### config.mk
export PLATFORM = sky130hd
export DESIGN_NAME = alu_share_arbiter
export DESIGN_NICKNAME = d
export VERILOG_FILES = /design/src/rtl/alu_share_arbiter.sv
export SDC_FILE = /design/constraint.sdc
export NUM_CORES = 1
export LEC_CHECK = 0
export BUFFER_PORTS_ARGS = -buffer_cell sky130_fd_sc_hd__buf_2
export CAP_MARGIN = 40
export CORE_ASPECT_RATIO = 1.4
export CORE_MARGIN = 2
export CORE_UTILIZATION = 30
export CTS_CLUSTER_DIAMETER = 120
export DETAILED_ROUTE_END_ITERATION = 12
export GPL_ROUTABILITY_DRIVEN = 1
export SYNTH_ARGS = -nofsm -noshare
export SYNTH_HDL_FRONTEND = slang
export SYNTH_SLANG_ARGS = --single-unit
### constraint.sdc
create_clock -name clk_i -period 1.5 [get_ports clk_i]
set_input_delay 0.3 -clock clk_i [delete_from_list [all_inputs] [get_ports clk_i]]
set_output_delay 0.3 -clock clk_i [all_outputs]
set_load 0.01 [all_outputs]
### src/rtl/alu_share_arbiter.sv
// alu_share_arbiter: shares one combinational Alu_RISC between two requesters.
// Round-robin grant, one-cycle ALU execution, per-requester response channel.
//
// state | meaning
// ------+------------------------------------------------------------
// IDLE  | waiting for a request; ready given to the granted requester
// EXEC  | latched op/operands drive the ALU; result captured at the edge
// RESP  | result held for the owner until its rsp_ready handshake
module alu_share_arbiter #(
    parameter int word_size = 8,
    parameter int op_size   = 4,
    parameter int cnt_size  = 16
) (
    input  logic                 clk_i,
    input  logic                 rst_i,

    input  logic                 req0_valid_i,
    output logic                 req0_ready_o,
    input  logic [op_size-1:0]   req0_op_i,
    input  logic [word_size-1:0] req0_a_i,
    input  logic [word_size-1:0] req0_b_i,
    output logic                 rsp0_valid_o,
    input  logic                 rsp0_ready_i,

    input  logic                 req1_valid_i,
    output logic                 req1_ready_o,
    input  logic [op_size-1:0]   req1_op_i,
    input  logic [word_size-1:0] req1_a_i,
    input  logic [word_size-1:0] req1_b_i,
    output logic                 rsp1_valid_o,
    input  logic                 rsp1_ready_i,

    output logic [word_size-1:0] rsp_data_o,
    output logic                 rsp_zero_o,
    output logic                 rsp_err_o,

    output logic [op_size-1:0]   alu_sel_o,
    output logic [word_size-1:0] alu_data_1_o,
    output logic [word_size-1:0] alu_data_2_o,
    input  logic [word_size-1:0] alu_result_i,
    input  logic                 alu_zero_i,

    output logic [cnt_size-1:0]  op_count_o
);

    typedef enum logic [1:0] {
        IDLE = 2'd0,
        EXEC = 2'd1,
        RESP = 2'd2
    } state_t;

    localparam logic [op_size-1:0] OP_NOP = op_size'(0);
    localparam logic [op_size-1:0] OP_ADD = op_size'(1);
    localparam logic [op_size-1:0] OP_SUB = op_size'(2);
    localparam logic [op_size-1:0] OP_AND = op_size'(3);
    localparam logic [op_size-1:0] OP_NOT = op_size'(4);
    localparam logic [op_size-1:0] OP_EQZ = op_size'(9);

    state_t                 state_q;
    logic                   last_grant_q;
    logic                   owner_q;
    logic [op_size-1:0]     alu_sel_q;
    logic [word_size-1:0]   alu_data_1_q;
    logic [word_size-1:0]   alu_data_2_q;
    logic [word_size-1:0]   rsp_data_q;
    logic                   rsp_zero_q;
    logic                   rsp_err_q;
    logic                   rsp0_valid_q;
    logic                   rsp1_valid_q;
    logic [cnt_size-1:0]    op_count_q;

    logic                   gnt0_d;
    logic                   gnt1_d;
    logic                   rsp_hs_d;

    function automatic logic op_legal(input logic [op_size-1:0] op);
        return (op == OP_NOP) || (op == OP_ADD) || (op == OP_SUB) ||
               (op == OP_AND) || (op == OP_NOT) || (op == OP_EQZ);
    endfunction

    // Round-robin grant: on contention the requester not served last wins.
    always_comb begin
        gnt0_d = 1'b0;
        gnt1_d = 1'b0;
        if (state_q == IDLE && !rst_i) begin
            gnt0_d = req0_valid_i && (!req1_valid_i || last_grant_q);
            gnt1_d = req1_valid_i && (!req0_valid_i || !last_grant_q);
        end
        rsp_hs_d = (rsp0_valid_q && rsp0_ready_i) || (rsp1_valid_q && rsp1_ready_i);
    end

    // Sequencer: accept, execute for one cycle, hold the response until taken.
    always_ff @(posedge clk_i) begin
        if (rst_i) begin
            state_q      <= IDLE;
            last_grant_q <= 1'b1;
            owner_q      <= 1'b0;
            alu_sel_q    <= OP_NOP;
            alu_data_1_q <= '0;
            alu_data_2_q <= '0;
            rsp_data_q   <= '0;
            rsp_zero_q   <= 1'b0;
            rsp_err_q    <= 1'b0;
            rsp0_valid_q <= 1'b0;
            rsp1_valid_q <= 1'b0;
            op_count_q   <= '0;
        end else begin
            case (state_q)
                IDLE: begin
                    if (gnt0_d || gnt1_d) begin
                        owner_q      <= gnt1_d;
                        alu_sel_q    <= gnt1_d ? req1_op_i : req0_op_i;
                        alu_data_1_q <= gnt1_d ? req1_a_i  : req0_a_i;
                        alu_data_2_q <= gnt1_d ? req1_b_i  : req0_b_i;
                        state_q      <= EXEC;
                    end
                end
                EXEC: begin
                    rsp_data_q   <= alu_result_i;
                    rsp_zero_q   <= alu_zero_i;
                    rsp_err_q    <= !op_legal(alu_sel_q);
                    // Return the ALU inputs to NOP/0 so its output stays quiet.
                    alu_sel_q    <= OP_NOP;
                    alu_data_1_q <= '0;
                    alu_data_2_q <= '0;
                    rsp0_valid_q <= !owner_q;
                    rsp1_valid_q <= owner_q;
                    state_q      <= RESP;
                end
                RESP: begin
                    if (rsp_hs_d) begin
                        rsp0_valid_q <= 1'b0;
                        rsp1_valid_q <= 1'b0;
                        last_grant_q <= owner_q;
                        if (!(&op_count_q)) begin
                            op_count_q <= op_count_q + cnt_size'(1);
                        end
                        state_q      <= IDLE;
                    end
                end
                default: begin
                    state_q <= IDLE;
                end
            endcase
        end
    end

    assign req0_ready_o = gnt0_d;
    assign req1_ready_o = gnt1_d;
    assign rsp0_valid_o = rsp0_valid_q;
    assign rsp1_valid_o = rsp1_valid_q;
    assign rsp_data_o   = rsp_data_q;
    assign rsp_zero_o   = rsp_zero_q;
    assign rsp_err_o    = rsp_err_q;
    assign alu_sel_o    = alu_sel_q;
    assign alu_data_1_o = alu_data_1_q;
    assign alu_data_2_o = alu_data_2_q;
    assign op_count_o   = op_count_q;

endmodule
==> Yosys cells after proc, flatten, opt, wreduce, memory -nomap -nowiden <==
Index checks and enable logic that the tools add are counted.
{ "totals": {"regBits": 52, "in_bits": 55, "output_inout_bits": 50, "word_cells": 71} }
{ "classes": {"add_sub_neg": 1, "n_eq_ne": 9, "muxes": 17, "bitwise_logic": 1, "n_reduce_logical": 31} }
{ "op_table": {"columns": ["cell", "n"], "rows": [
  ["8-bit two-way mux", 4],
  ["8-bit case mux with 2 select lines", 2],
  ["16-bit by 1-bit adder with 16-bit output, second input constant", 1],
  ["16-bit AND reduction", 1],
  ["2-bit AND reduction", 5],
  ["1-bit logical OR", 9],
  ["4-bit by 2-bit == test with 1-bit output, second input constant", 2],
  ["4-bit two-way mux", 2],
  ["4-bit case mux with 2 select lines", 1],
  ["1-bit logical NOT", 6],
  ["2-bit case mux with 3 select lines", 1],
  ["1-bit logical AND", 5],
  ["4-bit by 1-bit == test with 1-bit output, second input constant", 1],
  ["4-bit by 3-bit == test with 1-bit output, second input constant", 1],
  ["4-bit == test, second input constant", 1],
  ["4-bit logical NOT", 1],
  ["2-bit two-way mux", 2],
  ["1-bit case mux with 2 select lines", 2],
  ["2-bit nonzero test", 2],
  ["1-bit two-way mux", 3],
  ["3-bit AND reduction", 1],
  ["2-bit by 1-bit == test with 1-bit output, second input constant", 1],
  ["2-bit == test, second input constant", 1],
  ["2-bit logical NOT", 1],
  ["other kinds (3)", 3]
]} }

==> Longest topological paths before layout <==
Gate-level depths: netlist of the first run.
{ "logic_depth": {"depth_word": 7, "ltp_mapped": 5, "ltp_nobuf": 5} }

==> Least setup slack after synthesis of the first run <==
Ideal clock, no wire load.
{ "synth_timing": {"kind": "register to register", "start": "register op_count_q[0], in the netlist op_count_o[0]", "end": "register op_count_q[5], in the netlist op_count_o[5]", "setup_time_ns": 0.123, "arrival_time_ns": 1.528, "t_required_ns": 1.377, "slack_ns": -0.152, "path_stages_with_launch": 6, "n_path_buf": 0, "synth_period_minus_slack_ns": 1.652, "path_cell_list": "dfxtp_1 ha_1 and3_1 nor4b_4 nor4_1 mux2_1"} }
{ "synth_via": {"elab_chain_len": 3, "word_cells_on_any_way": 4, "classes_between": "add/sub (1); bitwise (1); reduce/logical (2)"} }
{ "synth_rtl": {"columns": ["element", "line", "source"], "rows": [
  ["start: declaration", "70", "logic [cnt_size-1:0] op_count_q;"],
  ["start signal: assignment", "136", "op_count_q <= op_count_q + cnt_size'(1);"],
  ["parallel branches: the longest is 3 deep, another holds 16-bit by 1-bit adder with 16-bit output", null, null]
]} }
Several ways; the timed one is not identified.
A chain may end at the register's enable or synchronous reset.

==> Final worst setup path of the first run <==
{ "layout_timing": {"start": "register state_q[1]", "end": "output port req1_ready_o"} }
{ "layout_via": {"elab_chain_len": 3} }
{ "layout_rtl": {"columns": ["element", "line", "source"], "rows": [
  ["start: declaration", "59", "state_t state_q;"],
  ["start signal: assignment", "95", "state_q <= IDLE;"],
  ["start signal: assignment", "115", "state_q <= EXEC;"],
  ["start signal: assignment", "128", "state_q <= RESP;"],
  ["2-bit logical NOT", "85", "if (state_q == IDLE && !rst_i) begin"],
  ["1-bit logical AND", "85", null],
  ["1-bit two-way mux", "85", null],
  ["end: declaration", "26", "output logic req1_ready_o,"]
]} }
Every way passes these cells.

==> impl_metrics.env, run 1 <==
export IMPL_fp_row_count=39
export IMPL_cp_data_required_time_ns=1.20
export IMPL_drt_pre_antenna_iters=4
export IMPL_synth_area_leaders="dfxtp_1 41%, nand3_1 9.3%, a21oi_1 8.5%"
export IMPL_overflow=0
export IMPL_synth_edff_count=0
export IMPL_clockBufferDepth=2
export IMPL_fill_cells=782
export IMPL_drt_iter0_markers=119
export IMPL_routed_via_density=5.15
export IMPL_crit_type="flop to output pin"
export IMPL_max_freq_mhz=613
export IMPL_rsz0062_at_grt="true"
export IMPL_grt_pass1_vias=2830
export IMPL_final_common_cell="buf_2"
export IMPL_mostFrequentLayoutCells="103 x buf_2, 55 x buf_4, 46 x nand3_1"
export IMPL_postPlaceCellArea_um2=3530
export IMPL_max_slew_margin_pct=74.4
export IMPL_cts_hold_buf=0
export IMPL_pwr_share_seq_pct=42.5
export IMPL_worst_pin_slew_ns=0.379
export IMPL_power_leakage_nw=1.77
export IMPL_ys_flop_type="dfxtp_1"
export IMPL_regArea_um2=1070
export IMPL_fin_crit_ns=1.63
export IMPL_design_area_um2=4020
export IMPL_wire_per_inst_um=14.2
export IMPL_p_comb_share_pct=17.6
export IMPL_postRouteAntennaNets=0
export IMPL_fp_dieH_um=113
export IMPL_cts_root_buf="clkbuf_16"
export IMPL_p_sw_mw=0.886
export IMPL_ctsHtreeMaxLevel=2
export IMPL_hold_viol_final=0
export IMPL_violations="setup timing"
export IMPL_multi_input_area_um2=1570
export IMPL_syn_nets=374
export IMPL_gp_congestion=0.795
export IMPL_postSynthCellCount=318
export IMPL_p_clk_share_pct=39.9
export IMPL_synth_top_area_share_pct=41.0
export IMPL_status="finished, violations left"
export IMPL_ios=105
export IMPL_drc_errors=0
export IMPL_cp_arrival_ns=1.33
export IMPL_maxCapViolCount=0
export IMPL_grt_pass1_wl_um=12900
export IMPL_syn_area_um2=2540
export IMPL_area_growth_pct=58.3
export IMPL_startpoint_type="flop"
export IMPL_clock_latency_ns=0.29
export IMPL_slew_violations=0
export IMPL_numPortBuffers=104
export IMPL_hp_class="input port to flop"
export IMPL_synth_top_area_cell="dfxtp_1"
export IMPL_cts_tree="yes"
export IMPL_power_mw=3.49
export IMPL_initial_core_util_pct=31.0
export IMPL_p_int_mw=2.61
export IMPL_synthDistinctLibCells=39
export IMPL_end_kind="output pin"
export IMPL_finClkSkew_ns=0.00661
export IMPL_vias=2932
export IMPL_async_flop_share_pct=0
export IMPL_syn_avg_cell_area_um2=7.98
export IMPL_antenna_found_initial=0
export IMPL_grt_usage_pct=17.2
export IMPL_crit_fanout=4
export IMPL_power_density_nw_per_um2=869
export IMPL_clock_sinks=52
export IMPL_fin_nets=523
export IMPL_routed_wl_um=8050
export IMPL_hold_ws_ns=0.247
export IMPL_yosysWarnings=0
export IMPL_fin_crit_sh_pct=109
export IMPL_grt_max_degree=34
export IMPL_antenna_cells=0
export IMPL_path_clk_slew_ns=0.07
export IMPL_layout_setup_ws_ns=-0.130
export IMPL_p_sw_share_pct=25.4
export IMPL_vdd_ir_drop_max_v=0.000624
export IMPL_dpl_hpwl_um=5660
export IMPL_core_area_um2=8200
export IMPL_post_route_cells_drive_above_1_share_pct=49.5
export IMPL_fp_dieW_um=81.7
export IMPL_setup_viol=29
export IMPL_yosys_register_bits=52
export IMPL_synth_seq_area_share_pct=41.0
export IMPL_cts_buffers=5
export IMPL_fp_dieArea_um2=9220
==> synth_stat cells, types with 4 or more instances <==
cell type / n
a21o_1: 20
a21oi_1: 43
clkbuf_1: 20
dfxtp_1: 52
inv_1: 9
nand2_1: 24
nand3_1: 47
nor2_1: 10
nor2b_1: 6
nor3_1: 6
o21ai_0: 25
o31ai_1: 8
or3_1: 4
or4_1: 8
==> per-layer routing <==
layer	vias to the layer above	share of wire, %	track usage, %
met4	0	0.76	3.56
li1	1467	-	-
met3	7	5.7	3.59
met2	86	51	30.0
met5	-	0	0
met1	1372	43	21.5
==> final cells by class <==
| type | count | share of cell area [%] |
|---|---|---|
| clock buffers | 6 | 3.74 |
| multi-input cells | 233 | 39.1 |
| repair buffers | 166 | 25.8 |
| flip-flops and latches | 52 | 26.6 |
| inverters | 9 | 0.841 |
| clock inverters | 1 | 0.747 |
| well taps | 102 | 3.18 |
==> cells by family (layout without fill, tap and decap cells) <==
group	count (synthesis)	count (layout)	synth area share [%]
AOI/OAI and AO/OA	107	107	25.2
adders and majority gates	1	1	0.493
buffers and inverters	33	182	4.93
DFF	52	52	41.0
muxes	3	3	1.33
and+or+nand+nor	122	122	27.1
==> timing repair <==
| action | CTS | global route |
|---|---|---|
| gates cloned | 0 | 1 |
| setup buffers | 7 | 5 |
| endpoints found under the setup margin | 19 | 40 |
| gates resized for setup | 16 | 36 |
| pin swaps | 8 | 9 |
==> sequential cells by signal, indices dropped and copies added, names as in the netlist <==
register / flops
alu_data_1_o: 8
alu_data_2_o: 8
alu_sel_o: 4
last_grant_q: 1
op_count_o: 16
owner_q: 1
rsp0_valid_o: 1
rsp1_valid_o: 1
rsp_data_o: 8
rsp_err_o: 1
rsp_zero_o: 1
state_q: 2
==> power by group through the flow <==
stage,logic [mW],registers (mW),clock network (mW)
final,0.616,1.48,1.39
after CTS,0.597,1.49,1.43
after floorplan,0.274,1.54,0
after global routing,0.681,1.49,1.48
after detailed placement,0.578,1.52,0
after global placement,0.573,1.52,0
==> worst paths after layout <==
kind / startpoint / to / slack, ns / depth (start not counted)
max reg2reg: op_count_o[15]$_SDFFE_PP0P_ / op_count_o[5]$_SDFFE_PP0P_ / -0.09 / 4
max: state_q[1]$_SDFFE_PP0P_ / req1_ready_o / -0.13 / 4
min: alu_result_i[2] / rsp_data_o[2]$_SDFFE_PP0P_ / 0.25 / 3
min reg2reg: rsp_err_o$_SDFFE_PP0P_ / rsp_err_o$_SDFFE_PP0P_ / 0.45 / 2
==> stage by stage <==
step / util, % / worst slack, ns / instances / setup TNS [ns]
final: 49.0 / -0.130 / 569 / -1.09
after global routing: 49.0 / -0.181 / 569 / -3.74
after CTS: 46.7 / -0.147 / 563 / -0.974
after detailed placement: 43.1 / -0.135 / 549 / -0.648
after global placement: 43.1 / -0.0676 / 549 / -0.220
after floorplan: - / -0.0786 / 318 / -0.166
==> critical path, cell delays in order, from the launching register on <==
cell     delay [ns]
dfxtp_2        0.33
or3_4          0.39
buf_6          0.13
nor2_2         0.06
buf_2          0.13
Power figures use the tool's default switching activity.
==> run 2: changes to the inputs <==
--- a/config.mk
+++ b/config.mk
@@ -5,6 +5,7 @@
 export SDC_FILE = /design/constraint.sdc
 export NUM_CORES = 1
 export LEC_CHECK = 0
+export ABC_AREA = 1
 export BUFFER_PORTS_ARGS = -buffer_cell sky130_fd_sc_hd__buf_2
 export CAP_MARGIN = 40
 export CORE_ASPECT_RATIO = 1.4
==> impl_metrics.env, run 2 <==
export IMPL_yosysMostFrequentCell="nand2_1"
export IMPL_pwr_share_seq_pct=44.0
export IMPL_startpoint_type="flop"
export IMPL_ctsHtreeMaxLevel=2
export IMPL_hold_depth=3
export IMPL_postRouteAntennaNets=0
export IMPL_worst_pin_slew_ns=0.420
export IMPL_cp_data_required_time_ns=1.20
export IMPL_hold_viol_final=0
export IMPL_grt_usage_pct=16.4
export IMPL_postSynthCellCount=404
export IMPL_fp_row_count=40
export IMPL_drt_iter0_markers=103
export IMPL_cts_buffers=5
export IMPL_finClkSkew_ns=0.00375
export IMPL_overflow=0
export IMPL_fp_dieH_um=115
export IMPL_p_clk_share_pct=37.7
export IMPL_worstReg2RegEnd="op_count_o[6]$_SDFFE_PP0P_"
export IMPL_synth_seq_area_share_pct=39.2
export IMPL_rr_worst_depth=9
export IMPL_status="complete, no violations"
export IMPL_path_clk_slew_ns=0.07
export IMPL_fin_nets=594
export IMPL_end_kind="output pin"
export IMPL_dp_cells=626
export IMPL_final_common_cell="nand2_1"
export IMPL_clock_sinks=52
export IMPL_post_route_cells_drive_above_1_share_pct=39.0
export IMPL_antenna_cells=0
export IMPL_hp_start="alu_result_i[6]"
export IMPL_numPortBuffers=104
export IMPL_cp_arrival_ns=1.18
export IMPL_power_mw=3.43
export IMPL_mostFrequentLayoutCells="118 x nand2_1, 103 x buf_2, 49 x dfxtp_1"
export IMPL_cts_tree="yes"
export IMPL_area_growth_pct=46.1
export IMPL_ios=105
export IMPL_synthDistinctLibCells=33
export IMPL_yosysWarnings=0
export IMPL_fin_crit_sh_pct=98.5
export IMPL_drt_pre_antenna_iters=4
export IMPL_wire_per_inst_um=12.7
export IMPL_syn_nets=460
export IMPL_syn_area_um2=2660
export IMPL_routed_wl_um=8180
export IMPL_reg2reg_from="op_count_o[1]$_SDFFE_PP0P_"
export IMPL_p_comb_share_pct=18.3
export IMPL_grt_max_degree=34
export IMPL_fin_crit_ns=1.48
export IMPL_p_int_mw=2.52
export IMPL_clock_latency_ns=0.29
export IMPL_vias=3007
export IMPL_power_leakage_nw=1.85
export IMPL_core_area_um2=8610
export IMPL_rsz0062_at_grt="true"
export IMPL_hp_class="input port to flop"
export IMPL_fp_dieArea_um2=9640
export IMPL_grt_pass1_wl_um=13100
export IMPL_ys_flop_type="dfxtp_1"
export IMPL_regToRegSetupSlack_ns=0.05
export IMPL_p_sw_mw=0.914
export IMPL_maxCapViolCount=0
export IMPL_initial_core_util_pct=30.9
export IMPL_max_freq_mhz=677
export IMPL_cts_hold_buf=0
export IMPL_min_to="rsp_data_o[6]$_SDFFE_PP0P_"
export IMPL_synth_top_area_share_pct=39.2
export IMPL_drc_errors=0
export IMPL_synth_edff_count=0
export IMPL_clockBufferDepth=2
export IMPL_synth_area_leaders="dfxtp_1 39%, nand2_1 19%, nor2_1 6.9%"
export IMPL_dpl_hpwl_um=5810
export IMPL_largest_reg_flops=16
export IMPL_fp_dieW_um=83.5
export IMPL_async_flop_share_pct=0
export IMPL_synth_top_area_cell="dfxtp_1"
export IMPL_power_density_nw_per_um2=884
export IMPL_vdd_ir_drop_max_v=0.000668
export IMPL_p_sw_share_pct=26.6
export IMPL_crit_fanout=3
export IMPL_syn_avg_cell_area_um2=6.58
export IMPL_synth_commonest_cells="133 x nand2_1, 52 x dfxtp_1, 49 x nor2_1"
export IMPL_final_instance_count_excl_fill=644
export IMPL_slew_violations=0
export IMPL_grt_pass1_vias=2849
export IMPL_cts_root_buf="clkbuf_16"
export IMPL_gp_congestion=0.801
export IMPL_crit_type="flop to output pin"
export IMPL_antenna_found_initial=0
export IMPL_routed_via_density=4.67
export IMPL_yosys_register_bits=52
export IMPL_max_slew_margin_pct=72.0
export IMPL_setup_viol=0
==> run 2: cell count changes in the layout (fill, tap and decap cells not counted), moves of 6 or more <==
cell / before / now
dfxtp_1: 34 / 49
nand3_1: 46 / 35
o31ai_1: 7 / 1
nand2_2: 1 / 17
o21ai_0: 24 / 16
nand2_1: 23 / 118
buf_4: 55 / 35
a21oi_1: 39 / 21
a21o_1: 20 / 0
inv_1: 9 / 24
dfxtp_2: 16 / 3
nor2_1: 7 / 47
a21oi_2: 4 / 11
==> run 2: per-stage QoR <==
step / instance area (um^2) / hold WS, ns / utilization (%) / setup TNS (ns) / worst slack (ns)
6_report: 3880 / 0.238 / 45.1 / 0 / 0.0223
5_1_grt: 3880 / 0.241 / 45.1 / -0.393 / -0.0472
4_1_cts: 3730 / 0.230 / 43.4 / -0.00132 / -0.00132
3_5_place_dp: 3470 / 0.471 / 40.3 / -0.0331 / -0.0198
3_3_place_gp: 3470 / 0.465 / 40.3 / 0 / 0.0650
2_1_floorplan: 2660 / 0.435 / - / 0 / 0.00161
==> run 2: logic make-up (layout without fill, tap and decap cells) <==
logic type | after synthesis | in the layout | synth area share [%]
AND/OR/NAND/NOR | 241 | 241 | 38.9
AO/OA/AOI/OAI | 54 | 54 | 11.5
buffers and inverters | 53 | 188 | 8.99
flip-flops | 52 | 52 | 39.2
XOR/XNOR | 3 | 3 | 0.989
adder cells (fa/ha/maj) | 1 | 1 | 0.471
==> run 2: how the worst max path moves through the flow <==
stage / start / to / slack [ns] / cells after the start
2_1_floorplan: op_count_o[1]$_SDFFE_PP0P_ / op_count_o[13]$_SDFFE_PP0P_ / 0.002 / 10
3_3_place_gp: op_count_o[0]$_SDFFE_PP0P_ / op_count_o[10]$_SDFFE_PP0P_ / 0.07 / 10
3_5_place_dp: rst_i / alu_data_1_o[0]$_SDFFE_PP0P_ / -0.02 / 8
4_1_cts: op_count_o[0]$_SDFFE_PP0P_ / op_count_o[4]$_SDFFE_PP0P_ / -0.001 / 9
5_1_grt: op_count_o[1]$_SDFFE_PP0P_ / op_count_o[9]$_SDFFE_PP0P_ / -0.05 / 11
6_report: state_q[1]$_SDFFE_PP0P_ / req0_ready_o / 0.02 / 4
==> run 2: final cells by class <==
| cell class | instances | area (um^2) |
|---|---|---|
| fillers | 908 | 4730 |
| multi-input cells | 299 | 1480 |
| repair buffers | 148 | 933 |
| clock buffers | 5 | 125 |
| well taps | 105 | 131 |
| flip-flops and latches | 52 | 1040 |
| inverters | 32 | 123 |
| clock inverters | 3 | 42.5 |
==> run 2: power groups by stage <==
stage | Clock (mW) | Sequential, mW | Combinational (mW)
2_1_floorplan | 0 | 1.57 | 0.285
3_3_place_gp | 0 | 1.54 | 0.551
3_5_place_dp | 0 | 1.54 | 0.560
4_1_cts | 1.34 | 1.51 | 0.592
5_1_grt | 1.38 | 1.52 | 0.698
6_report | 1.29 | 1.51 | 0.627
==> run 2: repair_timing <==
| item | in CTS | in global routing |
|---|---|---|
| endpoints found under the setup margin | 2 | 37 |
| pin swaps | 1 | 14 |
| gates cloned | 1 | 2 |
| gates resized for setup | 3 | 43 |
| setup buffers | 7 | 2 |
==> run 2: worst max-delay path, stage by stage (launching register included) <==
cell	delay, ns
dfxtp_1	0.32
inv_2	0.09
nand3_4	0.10
nor2_2	0.21
buf_2	0.17
==> run 2: routing by layer <==
metal	vias up	track usage [%]	share of wire (%)
met1	1366	19.2	42
met5	-	0	0
met4	0	3.98	1.0
met2	90	31.0	52
met3	8	2.94	5.2
li1	1543	-	-
